<file path="src/rtl/axil_led_pwm_ctrl_if.sv">
// rtl/axil_led_pwm_ctrl_if.sv - AXI4-Lite bus bundle for the LED/PWM controller
interface axil_led_pwm_ctrl_if #(
  parameter int C_S_AXI_ADDR_WIDTH = 5
);
  logic [C_S_AXI_ADDR_WIDTH-1:0] awaddr;
  logic                          awvalid;
  logic                          awready;
  logic [31:0]                   wdata;
  logic [3:0]                    wstrb;
  logic                          wvalid;
  logic                          wready;
  logic [1:0]                    bresp;
  logic                          bvalid;
  logic                          bready;
  logic [C_S_AXI_ADDR_WIDTH-1:0] araddr;
  logic                          arvalid;
  logic                          arready;
  logic [31:0]                   rdata;
  logic [1:0]                    rresp;
  logic                          rvalid;
  logic                          rready;

  modport master (
    output awaddr, awvalid, wdata, wstrb, wvalid, bready, araddr, arvalid, rready,
    input  awready, wready, bresp, bvalid, arready, rdata, rresp, rvalid
  );

  modport slave (
    input  awaddr, awvalid, wdata, wstrb, wvalid, bready, araddr, arvalid, rready,
    output awready, wready, bresp, bvalid, arready, rdata, rresp, rvalid
  );
endinterface

</file>
<file path="src/rtl/axil_led_pwm_ctrl.sv">
// rtl/axil_led_pwm_ctrl.sv - AXI4-Lite LED controller with prescaled counter display
// Optional PWM brightness (DUTY register at 0x10) is built when LED_PWM_EN is defined.
module axil_led_pwm_ctrl #(
  parameter int NUM_LEDS           = 8,
  parameter int CNT_WIDTH          = 32,
  parameter int PWM_WIDTH          = 8,
  parameter int C_S_AXI_ADDR_WIDTH = 5
) (
  input  logic                  aclk,
  input  logic                  aresetn,
  axil_led_pwm_ctrl_if.slave    s_axi,
  input  logic                  cnt_disp,
  output logic [NUM_LEDS-1:0]   leds
);
  localparam logic [2:0] OFF_DATA  = 3'd0;
  localparam logic [2:0] OFF_CTRL  = 3'd1;
  localparam logic [2:0] OFF_PRE   = 3'd2;
  localparam logic [2:0] OFF_COUNT = 3'd3;
  localparam logic [2:0] OFF_DUTY  = 3'd4;
  localparam logic [1:0] RESP_OKAY   = 2'b00;
  localparam logic [1:0] RESP_SLVERR = 2'b10;

  typedef enum logic [1:0] {W_IDLE, W_ACK, W_RESP} wr_state_t;
  typedef enum logic [1:0] {R_IDLE, R_ACK, R_DATA} rd_state_t;

  wr_state_t wr_state, wr_next;
  rd_state_t rd_state, rd_next;

  logic [NUM_LEDS-1:0]  data_reg;
  logic                 mode;
  logic                 cnt_en;
  logic [31:0]          prescale;
  logic [31:0]          pcnt;
  logic [CNT_WIDTH-1:0] cnt;
  logic [1:0]           bresp_q;
  logic [1:0]           rresp_q;
  logic [31:0]          rdata_q;
  logic                 sync1, sync2;
  logic [NUM_LEDS-1:0]  sel;
  logic [2:0]           wr_off, rd_off;
  logic                 wr_mapped, rd_mapped;
  logic                 wr_fire, cnt_clr, pre_wr;
  logic [31:0]          rd_word;
  logic                 addr_unused;

`ifdef LED_PWM_EN
  logic [PWM_WIDTH-1:0] duty;
  logic [PWM_WIDTH-1:0] pwm_cnt;
`endif

  // Address LSBs and any bits above the 32-byte window are not decoded.
  assign addr_unused = ^{s_axi.awaddr, s_axi.araddr, (PWM_WIDTH > 0), (C_S_AXI_ADDR_WIDTH >= 5)};

  assign wr_off = s_axi.awaddr[4:2];
  assign rd_off = s_axi.araddr[4:2];

  always_ff @(posedge aclk or negedge aresetn) begin
    if (!aresetn) begin
      wr_state <= W_IDLE;
      rd_state <= R_IDLE;
    end else begin
      wr_state <= wr_next;
      rd_state <= rd_next;
    end
  end

  always_comb begin
    wr_next = wr_state;
    case (wr_state)
      W_IDLE:  if (s_axi.awvalid && s_axi.wvalid) wr_next = W_ACK;
      W_ACK:   wr_next = W_RESP;
      W_RESP:  if (s_axi.bready) wr_next = W_IDLE;
      default: wr_next = W_IDLE;
    endcase
  end

  always_comb begin
    rd_next = rd_state;
    case (rd_state)
      R_IDLE:  if (s_axi.arvalid) rd_next = R_ACK;
      R_ACK:   rd_next = R_DATA;
      R_DATA:  if (s_axi.rready) rd_next = R_IDLE;
      default: rd_next = R_IDLE;
    endcase
  end

  assign s_axi.awready = (wr_state == W_ACK);
  assign s_axi.wready  = (wr_state == W_ACK);
  assign s_axi.bvalid  = (wr_state == W_RESP);
  assign s_axi.bresp   = bresp_q;
  assign s_axi.arready = (rd_state == R_ACK);
  assign s_axi.rvalid  = (rd_state == R_DATA);
  assign s_axi.rdata   = rdata_q;
  assign s_axi.rresp   = rresp_q;

  // COUNT is read-only, so a write there is treated like an unmapped hole.
  always_comb begin
    wr_mapped = 1'b0;
    case (wr_off)
      OFF_DATA, OFF_CTRL, OFF_PRE: wr_mapped = 1'b1;
`ifdef LED_PWM_EN
      OFF_DUTY: wr_mapped = 1'b1;
`endif
      default: wr_mapped = 1'b0;
    endcase
  end

  always_comb begin
    rd_mapped = 1'b0;
    rd_word   = 32'd0;
    case (rd_off)
      OFF_DATA:  begin rd_mapped = 1'b1; rd_word = 32'(data_reg); end
      OFF_CTRL:  begin rd_mapped = 1'b1; rd_word = {30'd0, cnt_en, mode}; end
      OFF_PRE:   begin rd_mapped = 1'b1; rd_word = prescale; end
      OFF_COUNT: begin rd_mapped = 1'b1; rd_word = 32'(cnt); end
`ifdef LED_PWM_EN
      OFF_DUTY:  begin rd_mapped = 1'b1; rd_word = 32'(duty); end
`endif
      default:   begin rd_mapped = 1'b0; rd_word = 32'd0; end
    endcase
  end

  assign wr_fire = (wr_state == W_ACK);
  assign cnt_clr = wr_fire && (wr_off == OFF_CTRL) && s_axi.wstrb[0] && s_axi.wdata[2];
  assign pre_wr  = wr_fire && (wr_off == OFF_PRE);

  always_ff @(posedge aclk or negedge aresetn) begin
    if (!aresetn) begin
      data_reg <= '0;
      mode     <= 1'b0;
      cnt_en   <= 1'b1;
      prescale <= 32'd0;
      bresp_q  <= RESP_OKAY;
    end else if (wr_fire) begin
      bresp_q <= wr_mapped ? RESP_OKAY : RESP_SLVERR;
      case (wr_off)
        OFF_DATA: begin
          for (int i = 0; i < NUM_LEDS; i++)
            if (s_axi.wstrb[i/8]) data_reg[i] <= s_axi.wdata[i];
        end
        OFF_CTRL: begin
          if (s_axi.wstrb[0]) begin
            mode   <= s_axi.wdata[0];
            cnt_en <= s_axi.wdata[1];
          end
        end
        OFF_PRE: begin
          for (int i = 0; i < 32; i++)
            if (s_axi.wstrb[i/8]) prescale[i] <= s_axi.wdata[i];
        end
        default: ;
      endcase
    end
  end

  always_ff @(posedge aclk or negedge aresetn) begin
    if (!aresetn) begin
      rdata_q <= 32'd0;
      rresp_q <= RESP_OKAY;
    end else if (rd_state == R_ACK) begin
      rdata_q <= rd_mapped ? rd_word : 32'd0;
      rresp_q <= rd_mapped ? RESP_OKAY : RESP_SLVERR;
    end
  end

  // Clear wins over the tick; a PRESCALE write restarts the divider phase.
  always_ff @(posedge aclk or negedge aresetn) begin
    if (!aresetn) begin
      cnt  <= '0;
      pcnt <= 32'd0;
    end else if (cnt_clr) begin
      cnt  <= '0;
      pcnt <= 32'd0;
    end else begin
      if (cnt_en) begin
        if (pcnt == prescale) begin
          cnt  <= cnt + CNT_WIDTH'(1);
          pcnt <= 32'd0;
        end else begin
          pcnt <= pcnt + 32'd1;
        end
      end
      if (pre_wr) pcnt <= 32'd0;
    end
  end

  always_ff @(posedge aclk or negedge aresetn) begin
    if (!aresetn) begin
      sync1 <= 1'b0;
      sync2 <= 1'b0;
    end else begin
      sync1 <= cnt_disp;
      sync2 <= sync1;
    end
  end

  assign sel = (sync2 || mode) ? cnt[NUM_LEDS-1:0] : data_reg;

`ifdef LED_PWM_EN
  always_ff @(posedge aclk or negedge aresetn) begin
    if (!aresetn) begin
      duty <= '1;
    end else if (wr_fire && (wr_off == OFF_DUTY)) begin
      for (int i = 0; i < PWM_WIDTH; i++)
        if (s_axi.wstrb[i/8]) duty[i] <= s_axi.wdata[i];
    end
  end

  always_ff @(posedge aclk or negedge aresetn) begin
    if (!aresetn) begin
      pwm_cnt <= '0;
      leds    <= '0;
    end else begin
      pwm_cnt <= pwm_cnt + PWM_WIDTH'(1);
      leds    <= ((duty == '1) || (pwm_cnt < duty)) ? sel : '0;
    end
  end
`else
  always_ff @(posedge aclk or negedge aresetn) begin
    if (!aresetn) leds <= '0;
    else          leds <= sel;
  end
`endif
endmodule

</file>
<file path="src/flat_wrapper.sv">
// flat-port wrapper written by rule: the top's interface ports become plain ports
module axil_led_pwm_ctrl_flat 
#(
  parameter int NUM_LEDS           = 8,
  parameter int CNT_WIDTH          = 32,
  parameter int PWM_WIDTH          = 8,
  parameter int C_S_AXI_ADDR_WIDTH = 5
)
  (aclk, aresetn, cnt_disp, leds, s_axi_awaddr, s_axi_awvalid, s_axi_wdata, s_axi_wstrb, s_axi_wvalid, s_axi_bready, s_axi_araddr, s_axi_arvalid, s_axi_rready, s_axi_awready, s_axi_wready, s_axi_bresp, s_axi_bvalid, s_axi_arready, s_axi_rdata, s_axi_rresp, s_axi_rvalid);
  axil_led_pwm_ctrl_if #(.C_S_AXI_ADDR_WIDTH(C_S_AXI_ADDR_WIDTH)) s_axi_i ();
  input  logic aclk;
  input  logic aresetn;
  input  logic cnt_disp;
  output logic [NUM_LEDS-1:0] leds;
  input wire logic [$bits(s_axi_i.awaddr)-1:0] s_axi_awaddr;
  input wire logic [$bits(s_axi_i.awvalid)-1:0] s_axi_awvalid;
  input wire logic [$bits(s_axi_i.wdata)-1:0] s_axi_wdata;
  input wire logic [$bits(s_axi_i.wstrb)-1:0] s_axi_wstrb;
  input wire logic [$bits(s_axi_i.wvalid)-1:0] s_axi_wvalid;
  input wire logic [$bits(s_axi_i.bready)-1:0] s_axi_bready;
  input wire logic [$bits(s_axi_i.araddr)-1:0] s_axi_araddr;
  input wire logic [$bits(s_axi_i.arvalid)-1:0] s_axi_arvalid;
  input wire logic [$bits(s_axi_i.rready)-1:0] s_axi_rready;
  output wire logic [$bits(s_axi_i.awready)-1:0] s_axi_awready;
  output wire logic [$bits(s_axi_i.wready)-1:0] s_axi_wready;
  output wire logic [$bits(s_axi_i.bresp)-1:0] s_axi_bresp;
  output wire logic [$bits(s_axi_i.bvalid)-1:0] s_axi_bvalid;
  output wire logic [$bits(s_axi_i.arready)-1:0] s_axi_arready;
  output wire logic [$bits(s_axi_i.rdata)-1:0] s_axi_rdata;
  output wire logic [$bits(s_axi_i.rresp)-1:0] s_axi_rresp;
  output wire logic [$bits(s_axi_i.rvalid)-1:0] s_axi_rvalid;
  assign s_axi_i.awaddr = s_axi_awaddr;
  assign s_axi_i.awvalid = s_axi_awvalid;
  assign s_axi_i.wdata = s_axi_wdata;
  assign s_axi_i.wstrb = s_axi_wstrb;
  assign s_axi_i.wvalid = s_axi_wvalid;
  assign s_axi_i.bready = s_axi_bready;
  assign s_axi_i.araddr = s_axi_araddr;
  assign s_axi_i.arvalid = s_axi_arvalid;
  assign s_axi_i.rready = s_axi_rready;
  assign s_axi_awready = s_axi_i.awready;
  assign s_axi_wready = s_axi_i.wready;
  assign s_axi_bresp = s_axi_i.bresp;
  assign s_axi_bvalid = s_axi_i.bvalid;
  assign s_axi_arready = s_axi_i.arready;
  assign s_axi_rdata = s_axi_i.rdata;
  assign s_axi_rresp = s_axi_i.rresp;
  assign s_axi_rvalid = s_axi_i.rvalid;
  axil_led_pwm_ctrl #(.NUM_LEDS(NUM_LEDS), .CNT_WIDTH(CNT_WIDTH), .PWM_WIDTH(PWM_WIDTH), .C_S_AXI_ADDR_WIDTH(C_S_AXI_ADDR_WIDTH)) u_core (.aclk(aclk), .aresetn(aresetn), .s_axi(s_axi_i), .cnt_disp(cnt_disp), .leds(leds));
endmodule
</file>
<file path="config.mk">
export PLATFORM = sky130hd
export DESIGN_NAME = axil_led_pwm_ctrl_flat
export DESIGN_NICKNAME = d
export VERILOG_FILES = /design/src/rtl/axil_led_pwm_ctrl_if.sv /design/src/rtl/axil_led_pwm_ctrl.sv /design/src/flat_wrapper.sv
export SDC_FILE = /design/constraint.sdc
export NUM_CORES = 1
export LEC_CHECK = 0
export BUFFER_PORTS_ARGS = -buffer_cell sky130_fd_sc_hd__buf_2
export CORE_MARGIN = 4
export CORE_UTILIZATION = 62
export DETAILED_ROUTE_END_ITERATION = 10
export MAX_ROUTING_LAYER = met4
export PLACE_DENSITY = 0.85
export SLEW_MARGIN = 0
export SYNTH_ARGS = -nofsm -noshare
export SYNTH_HDL_FRONTEND = slang
export SYNTH_SLANG_ARGS = --single-unit
</file>
<file path="constraint.sdc">
create_clock -name aclk -period 5.35 [get_ports aclk]
set_input_delay 1.07 -clock aclk [delete_from_list [all_inputs] [get_ports aclk]]
set_output_delay 1.07 -clock aclk [all_outputs]
set_load 0.05 [all_outputs]
</file>
# Yosys cells after proc, flatten, opt, wreduce, memory -nomap -nowiden
# Cells that the tools add are included.
op_classes:
  addsub: 2
  eq_ne: 14
  n_mux: 20
  n_reduce_logical: 24
ops:
  columns: ["cell", "n"]
  rows:
  - ["32-bit 2-to-1 mux", 8]
  - ["32-bit one-hot mux with 4 select lines", 1]
  - ["32-bit by 1-bit adder with 32-bit output, second input constant", 2]
  - ["32-bit equality test", 1]
  - ["3-bit AND reduction", 6]
  - ["2-bit 2-to-1 mux", 6]
  - ["2-bit one-hot mux with 3 select lines", 2]
  - ["3-bit by 2-bit equality test with 1-bit output, second input constant", 3]
  - ["8-bit 2-to-1 mux", 1]
  - ["3-bit by 1-bit equality test with 1-bit output, second input constant", 2]
  - ["3-bit logical NOT", 2]
  - ["2-bit inequality test, second input constant", 3]
  - ["2-bit AND reduction", 3]
  - ["1-bit logical AND", 5]
  - ["2-bit by 1-bit equality test with 1-bit output, second input constant", 2]
  - ["2-bit equality test, second input constant", 2]
  - ["2-bit logical NOT", 2]
  - ["2-bit nonzero test", 2]
  - ["4-bit OR reduction", 1]
  - ["3-bit nonzero test", 1]
  - ["3-bit OR reduction", 1]
  - ["1-bit 2-to-1 mux", 2]
  - ["2-bit by 1-bit inequality test with 1-bit output, second input constant", 1]
  - ["1-bit logical OR", 1]
word_totals:
  register_bits: 156
  in_bits: 54
  output_inout_bits: 49
  word_cells: 77

# Logic depth before layout (Yosys ltp)
# Gate-level depths: netlist (run 1).
depth:
  word_depth: 6
  depth_mapped: 9
  depth_no_buf: 7

# Worst setup path after synthesis (run 1)
# Ideal clock, no wire load.
synth_timing:
  path_kind: "input -> register"
  start: "in s_axi_awaddr[2]"
  end: "reg u_core.pcnt[23]"
  setup_time_ns: 0.138
  t_arrival_ns: 2.742
  required_time_ns: 5.212
  slack_ns: 2.470
  stages: 9
  n_path_buf: 3
  cell_sequence: "nor4b_1 > and2_1 > clkbuf_1 > or2_2 > clkbuf_1 > nor2_1 > clkbuf_1 > a31oi_1 > a31oi_1"
synth_between:
  elab_chain_len: 5
  elab_cells_between_ends: 9
  classes_between: "eq/ne (2); mux (2); reduce/logical (5)"
synth_rtl:
  columns: ["element", "line_no", "source"]
  rows:
  - ["from (decl)", "flat_wrapper.sv:15", "input wire logic [$bits(s_axi_i.awaddr)-1:0] s_axi_awaddr;"]
  - ["3-bit by 1-bit equality test with 1-bit output", "axil_led_pwm_ctrl.sv:124", "assign cnt_clr = wr_fire && (wr_off == OFF_CTRL) && s_axi.wstrb[0] && s_axi.wdata[2];"]
  - ["1-bit logical AND (3 in a row)", "axil_led_pwm_ctrl.sv:124", null]
  - ["3-bit nonzero test (no line) / 32-bit 2-to-1 mux (equally long branches)", null, null]
  - ["to (signal assigned)", "axil_led_pwm_ctrl.sv:180", "pcnt <= pcnt + 32'd1;"]
  - ["to (decl)", "axil_led_pwm_ctrl.sv:33", "logic [31:0] pcnt;"]
# Parallel ways exist; a longest one is shown, timed or not.
# A chain may end at the register's enable or synchronous reset.

# Worst setup path after layout (run 1)
layout_timing:
  start: "in s_axi_awaddr[3]"
  end: "reg u_core.pcnt[18]"
# Same word-level chain as after synthesis.

==> summary.md, run 1 <==
| Metric | Value |
|---|---|
| Main combinational cell family by area after synthesis | simple AND/OR/NAND/NOR gates |
| Worst EP required | 5.69 ns |
| Critical Path Sink Type | flop |
| DRT iter0 DRCs | 741 |
| Commonest non-fill, non-tap cell in the layout | dfrtp_1 |
| Chain of cells forming the critical path | buf_2, and4b_1, and2_0, buf_4, or2_2, nor2_1, a41oi_1, a31oi_1 |
| Fraction of layout cells with a size suffix above 1 | 25.6% |
| Worst hold margin | 0.381 ns |
| GRT Residual Overflow | 0 |
| Port Buffers | between 90 and 100 |
| Post-synth top area share | 49.9% |
| # hold bufs at CTS | 0 |
| Final hold vios | 0 |
| Worst R2R End | u_core.pcnt[2]$_DFFE_PN0P_ |
| Most frequent cells in the layout | dfrtp_1, buf_2, nand2_1, mux2_2, o21ai_0 |
| Syn. warnings | 0 |
| Async S/R FF share, synth | 100% |
| Antenna cells | 0 |
| Area of the multi-input gates | 0.00358 mm2 |
| Post-synthesis mux area share | 9.19% |
| Mapped Cells | roughly 730 |
| Worst Hold Class | flop to flop |
| Critical path type | input port to flop |
| RSZ-0062 raised after global routing | false |
| Longest Clk Path Bufs | 2 |
| Layout net count | 869 |
| Flop pwr share | between 30% and 40% |
| Hold Path Depth | 0 |
| Reg2reg start | u_core.pcnt[2]$_DFFE_PN0P_ |
| Seq/Total Area, Yosys | 50.3% |
| Setup Buffers After CTS | 0 |
| Hold Crit Start | u_core.sync1$_DFF_PN0_ |
| Antenna violations before repair | 0 |
| Clk root buf | clkbuf_16 |
| Max frequency | around 310 MHz |
| Max_cap viols | 0 |
| First-pass GRT wire length | 33.4 mm |
| Ports | 103 |
| Crit-path max cell delay | a little over 0.7 ns |
| Adder-Cell Fraction of Synth Area | 0.326% |
| FP Rows | 40 |
| Switching share of power | 40.5% |
| Worst-path clk slew | roughly 0.060 ns |
| Final HPWL DP | 14.1 mm |
| Period Utilization, post-route | about three fifths |
| Area growth syn-to-layout | 15.4% |
| Worst reg2reg path depth | 6 |
| Cell area after synthesis | ~0.0077 mm2 |
| Hold Crit Endpoint | u_core.sync2$_DFF_PN0_ |
| Normalized max-slew margin | 24.2% |
| DP Worst Slack | 1.85 ns |
| Clk sinks | 154 |
| Core Area | 0.0121 mm2 |
| CTS tree | built |
| Die area | 0.0142 mm2 |
| Leading area contributor after synthesis | dfrtp_1 |
| DR WL/cell | 20.6 um |
| Post-synth EDFFs | 0 |
| PD cells | 515 mW/mm2 |
| Final Util | ~73% |
| First drt pass iteration count | 7 |
| P_leak | ~4.0 nW |
| Synth Flop Type | dfrtp_1 |
| Overall die width | roughly 120 um |
| Netlist cell types | 56 |
| CTS H-tree depth | 4 |
| Worst setup margin | 2.16 ns |
| IR drop worst, VDD | 0.247 mV |
| Antenna-violating nets left | 0 |
| Xor/xnor cell area share of the yosys netlist | 6.38% |
| Startpoint Class | input port |
| CTS buffer count | 17 |
| Period minus WS final | 3.19 ns |
| Final Max Slew Viols | 0 |
| Compound-Gate Fraction of Synth Area | 12.0% |
| Final TNS setup | 0 ns |
| Worst reg2reg setup slack | 2.33 ns |
| Main area contributors after synthesis | dfrtp_1, mux2_2, xnor2_1, nand2_1, a22oi_1 |
| Gp weighted congestion | 0.908 |
| Post-Synth Simple-Gate Area | 18.7% |
| Final WL | 20.4 mm |
| Mapped Avg Cell Area | 10.5 um2 |
| Clock Power Share | 27.5% |
| Net switching power | ~1.8 mW |
| Status | finished, final reports clean |
| Register bit total from synthesis | 154 |
| Worst-skew pair later-pin latency | 0.43 ns |
| Chip Height | 119 um |
| Worst slew pin tran | 1.13 ns |
| Number of global-route vias before repair | 6421 |
| Largest net degree at the start of global routing | about 100 |
| Slowest cell on the critical path | nor2_1 |
| Sequential cell area | 0.00385 mm2 |
| Clk_skew | 0.00790 ns |
| Vias per std cell | about 6.4 |
| Starting Density | roughly 64% |
| Fillers | 785 |
| Highest net fanout along the worst path | 32 |
| Int Pwr | 2.71 mW |
| Gate power share | 33.4% |
| Final Setup Violations | 0 |
| Global Route Usage Sum | 30.8% |
| Post-cts sizing count | 0 |
| Via count | about 6400 |
| Drt drc | 0 |
| Worst EP arrival | 3.53 ns |
## worst max-delay path, delay by kind of cell
kind,cells,cell delay (ns)
buf+inv,2,0.38
compound gates,2,0.50
simple gates,4,1.55
## metal layers
metal | routed length, um | vias to the layer above | global-route usage (%)
met1 | 7960 | 3120 | 39.5
met4 | 737 | 0 | 12.2
met3 | 1610 | 73 | 6.13
met5 | 0 | - | -
li1 | - | 2841 | -
met2 | 10100 | 355 | 48.7
## cell type report
type                    instances  area share (%)
clock buffers                  24            5.67
clock inverters                 7            1.27
inverters                      12           0.509
multi-input cells             525            40.5
flip-flops and latches        154            43.6
well taps                     168            2.38
repair buffers                103            6.09
## kinds of logic after synthesis
logic type / count (synthesis)
compound gates: 147
xor+xnor: 55
fa+ha+maj: 2
buf+inv: 54
flops: 154
mux: 61
other cells: 1
simple gates: 258
## power by group through the flow
stage / sequential (mW) / combinational, mW / clock [mW]
2_1_floorplan: 2.13 / 0.730 / 0
3_3_place_gp: 1.76 / 1.46 / 0
3_5_place_dp: 1.78 / 1.51 / 0
4_1_cts: 1.76 / 1.52 / 1.25
5_1_grt: 1.81 / 1.64 / 1.31
6_report: 1.78 / 1.52 / 1.25
## worst max path at each step
stage / to / start
6_report: u_core.pcnt[18]$_DFFE_PN0P_ / s_axi_awaddr[3]
4_1_cts: u_core.pcnt[18]$_DFFE_PN0P_ / s_axi_awaddr[3]
5_1_grt: u_core.pcnt[18]$_DFFE_PN0P_ / s_axi_awaddr[3]
3_3_place_gp: u_core.pcnt[18]$_DFFE_PN0P_ / s_axi_awaddr[3]
3_5_place_dp: u_core.pcnt[18]$_DFFE_PN0P_ / s_axi_awaddr[3]
2_1_floorplan: u_core.pcnt[23]$_DFFE_PN0P_ / s_axi_awaddr[2]
## metrics by stage
stage / instances / power (mW) / area [um2]
floorplan: 733 / 2.86 / 7670
global placement: 962 / 3.22 / 8230
detailed placement: 962 / 3.29 / 8230
CTS: 993 / 4.54 / 8850
global route: 993 / 4.77 / 8850
finish: 993 / 4.56 / 8850
## cell usage after synthesis (12+ instances only)
library cell / n
a21oi_1: 29
a22oi_1: 31
a31oi_1: 17
and3_1: 12
clkbuf_1: 34
dfrtp_1: 153
mux2_2: 55
nand2_1: 74
nand3_1: 29
nand4_1: 23
nor2_1: 36
o21ai_0: 44
xnor2_1: 38
xor2_1: 16
No activity file was read; power rests on OpenSTA's default activity.
==> inputs of run 2 (changes only) <==
--- a/config.mk
+++ b/config.mk
@@ -7,10 +7,10 @@
 export LEC_CHECK = 0
 export BUFFER_PORTS_ARGS = -buffer_cell sky130_fd_sc_hd__buf_2
 export CORE_MARGIN = 4
-export CORE_UTILIZATION = 62
+export CORE_UTILIZATION = 58
 export DETAILED_ROUTE_END_ITERATION = 10
 export MAX_ROUTING_LAYER = met4
-export PLACE_DENSITY = 0.85
+export PLACE_DENSITY = 0.8
 export SLEW_MARGIN = 0
 export SYNTH_ARGS = -nofsm -noshare
 export SYNTH_HDL_FRONTEND = slang
==> constraint.sdc (replaced) <==
create_clock -name aclk -period 3.2 [get_ports aclk]
set_input_delay 0.64 -clock aclk [delete_from_list [all_inputs] [get_ports aclk]]
set_output_delay 0.64 -clock aclk [all_outputs]
set_load 0.05 [all_outputs]
==> run 2 against run 1 <==
Effect of this change: sequential power rose by 67%; flip-flop and latch count stayed put; hold slack worse by 0.14 ns; clock skew is essentially flat; die area up 6.4%; critical endpoint is now u_core.cnt[9]$_DFFE_PN0P_; highest routed layer unchanged.
==> summary.md, run 2 (synthesis results as in run 1) <==
| Metric | Value |
|---|---|
| Finished Cell Area | 0.00893 mm2 |
| Normalized max-slew margin | a little over a third |
| Status | finished, final reports clean |
| Worst setup margin | 0.371 ns |
| # hold bufs at CTS | 0 |
| Startpoint Class | flop |
| Antenna cells | 0 |
| Layout net count | 880 |
| Worst Hold Class | input port to asynchronous set/reset pin |
| Final TNS setup | 0 ns |
| Max_cap viols | 0 |
| GRT Residual Overflow | 0 |
| Overall die width | 123 um |
| Period Utilization, post-route | 88.4% |
| Final hold vios | 0 |
| Max frequency | between 300 and 400 MHz |
| Core Area | 0.0128 mm2 |
| CTS buffer count | 17 |
| Total power | 7.58 mW |
| First-pass GRT wire length | 32.3 mm |
| Clk root buf | clkbuf_16 |
| Global Route Usage Sum | 28.6% |
| Reg2reg start | u_core.pcnt[24]$_DFFE_PN0P_ |
| Most frequent cells in the layout | dfrtp_1, buf_2, nand2_1, mux2_2, o21ai_0 |
| Antenna-violating nets left | 0 |
| CTS tree | built |
| Critical Path Sink Type | flop |
| Area of the multi-input gates | between 0.003 and 0.004 mm2 |
| Worst reg2reg setup slack | approximately 0.37 ns |
| Final Max Slew Viols | 0 |
| Gp weighted congestion | 0.895 |
| Final WL | ~20 mm |
| DP Worst Slack | 0.427 ns |
| Vias per std cell | 6.27 |
| Die area | 0.0151 mm2 |
| Worst-skew pair later-pin latency | around 0.43 ns |
| Via count | between 6000 and 7000 |
| Worst EP arrival | 3.18 ns |
| Worst slew pin tran | 0.961 ns |
| Critical path type | flop to flop |
| Final HPWL DP | 14.1 mm |
| Fillers | 905 |
| Commonest non-fill, non-tap cell in the layout | dfrtp_1 |
| IR drop worst, VDD | 0.415 mV |
| RSZ-0062 raised after global routing | false |
| Worst reg2reg path depth | 6 |
| P_leak | 4.01 nW |
| Clk_skew | 0.00837 ns |
| Port Buffers | 96 |
| Sequential cell area | 0.00385 mm2 |
| Worst-path clk slew | 0.06 ns |
| CTS H-tree depth | 4 |
| Area of placed instances | 0.00832 mm2 |
| Starting Density | between 60% and 70% |
| FP Rows | between 40 and 50 |
| Drt drc | 0 |
| Fraction of layout cells with a size suffix above 1 | 26.6% |
| Final Setup Violations | 0 |
| First drt pass iteration count | 5 |
| Ports | just over 100 |
| Chip Height | 123 um |
| Post-cts sizing count | 0 |
| PD cells | 848 mW/mm2 |
| DRT iter0 DRCs | 623 |
| Longest Clk Path Bufs | 2 |
| Worst EP required | 3.55 ns |
| Largest net degree at the start of global routing | 77 |
| Setup Buffers After CTS | 0 |
| Worst R2R End | u_core.cnt[9]$_DFFE_PN0P_ |
| Highest net fanout along the worst path | 12 |
| Antenna violations before repair | 0 |
| Period minus WS final | 2.83 ns |
| Area growth syn-to-layout | 16.5% |
| DR WL/cell | 19.7 um |
| Clk sinks | 154 |
| Number of global-route vias before repair | 6122 |
==> run 2: cell count changes in the layout (fill, tap and decap cells not counted) <==
cell / previous run / this run
buf_4: 7 / 18
bufinv_16: 3 / 2
clkbuf_8: 5 / 7
o21ai_0: 43 / 44
o21ai_1: 1 / 0
==> run 2: final cells by class <==
type | instances | area share (%)
timing repair buffer | 114 | 6.96
clock inverter | 6 | 0.924
clock buffer | 26 | 5.92
multi-input combinational | 525 | 40.1
sequential | 154 | 43.2
tap | 172 | 2.41
inverter | 12 | 0.504
==> run 2: worst max-delay path by stage <==
| stage | start | to | cells after the start |
|---|---|---|---|
| 2_1_floorplan | u_core.pcnt[24]$_DFFE_PN0P_ | u_core.cnt[11]$_DFFE_PN0P_ | 8 |
| 3_3_place_gp | u_core.prescale[27]$_DFFE_PN0P_ | u_core.cnt[13]$_DFFE_PN0P_ | 6 |
| 3_5_place_dp | u_core.pcnt[24]$_DFFE_PN0P_ | u_core.cnt[9]$_DFFE_PN0P_ | 6 |
| 4_1_cts | u_core.pcnt[24]$_DFFE_PN0P_ | u_core.cnt[9]$_DFFE_PN0P_ | 6 |
| 5_1_grt | u_core.pcnt[24]$_DFFE_PN0P_ | u_core.cnt[9]$_DFFE_PN0P_ | 6 |
| 6_report | u_core.pcnt[24]$_DFFE_PN0P_ | u_core.cnt[9]$_DFFE_PN0P_ | 6 |
==> run 2: power by group <==
part           leakage [nW]  total, mW  switching (mW)  internal, mW
logic                  1.77       2.55            1.76         0.789
clock network         0.302       2.05           0.761          1.29
registers              1.93       2.98           0.536          2.44
total                  4.01       7.58            3.06          4.52
==> run 2: through the flow <==
step	hold slack, ns	std cells	utilization, %
final	0.241	1009	69.9
after global routing	0.286	1009	69.9
after CTS	0.256	1009	69.9
after detailed placement	0.339	977	65.1
after global placement	0.333	977	65.1
after floorplan	0.331	733	-
==> run 2: critical path, stage by stage, from the launching register on <==
cell	delay, ns
dfrtp_1	0.51
xor2_2	0.24
nor4_4	0.47
nand3_4	0.23
or4_4	0.67
or4_1	0.49
a21oi_1	0.15
==> run 2: per-layer routing <==
metal	share of wire, %	up-vias	track usage [%]
li1	-	2866	-
met1	40	3109	37.3
met4	2.6	0	10.8
met2	50	302	45.0
met5	0	-	-
met3	7.4	47	5.67
==> inputs of run 3 (changes only) <==
--- a/config.mk
+++ b/config.mk
@@ -6,7 +6,6 @@
 export NUM_CORES = 1
 export LEC_CHECK = 0
 export BUFFER_PORTS_ARGS = -buffer_cell sky130_fd_sc_hd__buf_2
-export CORE_MARGIN = 4
 export CORE_UTILIZATION = 58
 export DETAILED_ROUTE_END_ITERATION = 10
 export MAX_ROUTING_LAYER = met4
==> run 3 against run 2 <==
Effect of this change: hold slack got worse by 0.080 ns; highest routed layer unchanged; cell count decreased by 0.69%; sequential power about the same; setup slack got worse by 0.039 ns; maximum frequency decreased by 1.4%; sequential share of layout area increased by 0.24 points; first-iteration DRC count decreased by 2.6%; flip-flop and latch count unchanged; design area decreased by 0.55%; count of clock-buffer cells in the layout decreased by 3; via count decreased by 0.60%; largest cell class unchanged; register-to-register slack got worse by 0.04 ns; critical endpoint unchanged.
==> summary.md, run 3 (synthesis results as in run 1) <==
| Metric | Value |
|---|---|
| Core Area | approximately 0.013 mm2 |
| Fillers | between 900 and 1000 |
| GRT Residual Overflow | 0 |
| Max_cap viols | 0 |
| DR WL met3 | 1.41 mm |
| Period Utilization, post-route | 89.6% |
| PD cells | 851 mW/mm2 |
| Final TNS setup | 0 ns |
| Critical path's top delay family | simple AND/OR/NAND/NOR gates |
| Sequential cell area | 0.00385 mm2 |
| Layout net count | 874 |
| RSZ-0062 raised after global routing | false |
| Critical Path Stages | 6 |
| Antenna violations before repair | 0 |
| Placed cell count | 971 |
| Area of the multi-input gates | 0.00358 mm2 |
| Final HPWL DP | 13.7 mm |
| CTS H-tree depth | 4 |
| Worst reg2reg path depth | 6 |
| Metal-1 WL | 7.95 mm |
| Ports | 103 |
| Startpoint Class | flop |
| Chip Height | ~120 um |
| Crit-path max cell delay | 0.63 ns |
| Slowest cell on the critical path | or4_4 |
| Area growth syn-to-layout | 15.9% |
| Routed wl met2 | 9.91 mm |
| Worst hold margin | between 0.15 and 0.2 ns |
| Status | finished, final reports clean |
| Antenna-violating nets left | 0 |
| Gp weighted congestion | 0.896 |
| Largest net degree at the start of global routing | 103 |
| Via count | 6286 |
| Global Route Usage Sum | 32.4% |
| Clk sinks | roughly 150 |
| # hold bufs at CTS | 0 |
| DP Worst Slack | 0.419 ns |
| Setup Buffers After CTS | 0 |
| Starting Density | roughly three fifths |
| Chain of cells forming the critical path | xnor2_1, nand4_1, or4_4, or4_4, or4_1, a21oi_1 |
| Critical path type | flop to flop |
| Period minus WS final | 2.87 ns |
| WP buf/inv | 0 |
| CTS buffer count | 17 |
| Fraction of layout cells with a size suffix above 1 | between 20% and 30% |
| FP Rows | 41 |
| IR drop worst, VDD | 0.384 mV |
| Worst slew pin tran | between 0.9 and 1 ns |
| Worst EP arrival | approximately 3.2 ns |
| Worst setup margin | around 0.33 ns |
| Clk root buf | clkbuf_16 |
| Most common cell on crit path | or4_4 |
| Highest net fanout along the worst path | 12 |
| Worst-skew pair later-pin latency | ~0.43 ns |
| Drt drc | 0 |
| Final hold vios | 0 |
| Worst EP required | roughly 3.6 ns |
| Final Max Slew Viols | 0 |
| First drt pass iteration count | 5 |
| DR WL/cell | 19.8 um |
| First-pass GRT wire length | 31.9 mm |
| Number of global-route vias before repair | roughly 6100 |
| Normalized max-slew margin | 39.3% |
| Port Buffers | 96 |
| DRT iter0 DRCs | slightly above 600 |
| Worst Hold Class | input port to asynchronous set/reset pin |
| Post-cts sizing count | 0 |
| Die area | 0.0137 mm2 |
| Non-filler cells, final | 1002 |
| CTS tree | built |
| Commonest non-fill, non-tap cell in the layout | dfrtp_1 |
| Vias per std cell | roughly 6.3 |
| Top sig layer | met4 |
| Worst-path clk slew | around 0.060 ns |
| Final WL | 19.8 mm |
| Area of placed instances | 0.00829 mm2 |
| Most frequent cells in the layout | dfrtp_1, buf_2, nand2_1, mux2_2, o21ai_0 |
| Final Setup Violations | 0 |
| Max frequency | 349 MHz |
| P_leak | 3.97 nW |
| Overall die width | 117 um |
| Clk_skew | approximately 0.0055 ns |
| Finished Cell Area | 0.00888 mm2 |
| Longest Clk Path Bufs | 2 |
| Antenna cells | 0 |
| Critical Path Sink Type | flop |
run 3: cell type report:
class	count	share of cell area [%]
inverter	12	0.507
multi-input combinational	525	40.3
timing repair buffer	108	6.63
clock inverter	8	1.32
sequential	154	43.4
clock buffer	23	5.38
tap	172	2.42
run 3: path summary, 6_finish.rpt:
kind	from	to	slack (ns)
worst max-delay path	u_core.pcnt[6]$_DFFE_PN0P_	u_core.cnt[9]$_DFFE_PN0P_	0.33
worst min-delay path	aresetn	u_core.s_axi.rdata[5]$_DFFE_PN0P_	0.16
worst max register to register	u_core.pcnt[6]$_DFFE_PN0P_	u_core.cnt[9]$_DFFE_PN0P_	0.33
worst min register to register	u_core.sync1$_DFF_PN0_	u_core.sync2$_DFF_PN0_	0.35
max in group asynchronous	aresetn	u_core.prescale[30]$_DFFE_PN0P_	2.13
min in group aclk	cnt_disp	u_core.sync1$_DFF_PN0_	0.32
run 3: through the flow:
| step | power (mW) | util [%] |
|---|---|---|
| finish | 7.56 | 69.6 |
| global placement | 5.40 | 64.9 |
| global route | 7.92 | 69.6 |
| CTS | 7.56 | 69.6 |
| floorplan | 4.79 | - |
| detailed placement | 5.50 | 64.9 |
run 3: where the power goes:
group | switching, mW | internal, mW
combinational | 1.76 | 0.783
clock | 0.761 | 1.28
sequential | 0.537 | 2.44
total | 3.06 | 4.50
run 3: worst register-to-register path: stages, from the launching register on:
cell	delay, ns
dfrtp_1	0.44
xnor2_1	0.29
nand4_1	0.19
or4_4	0.63
or4_4	0.60
or4_1	0.49
a21oi_1	0.15
run 3: metal layers:
layer,up-vias,GRT usage [%]
met3,51,7.93
met4,0,12.7
met5,-,-
met1,3120,39.9
met2,264,51.7
li1,2851,-
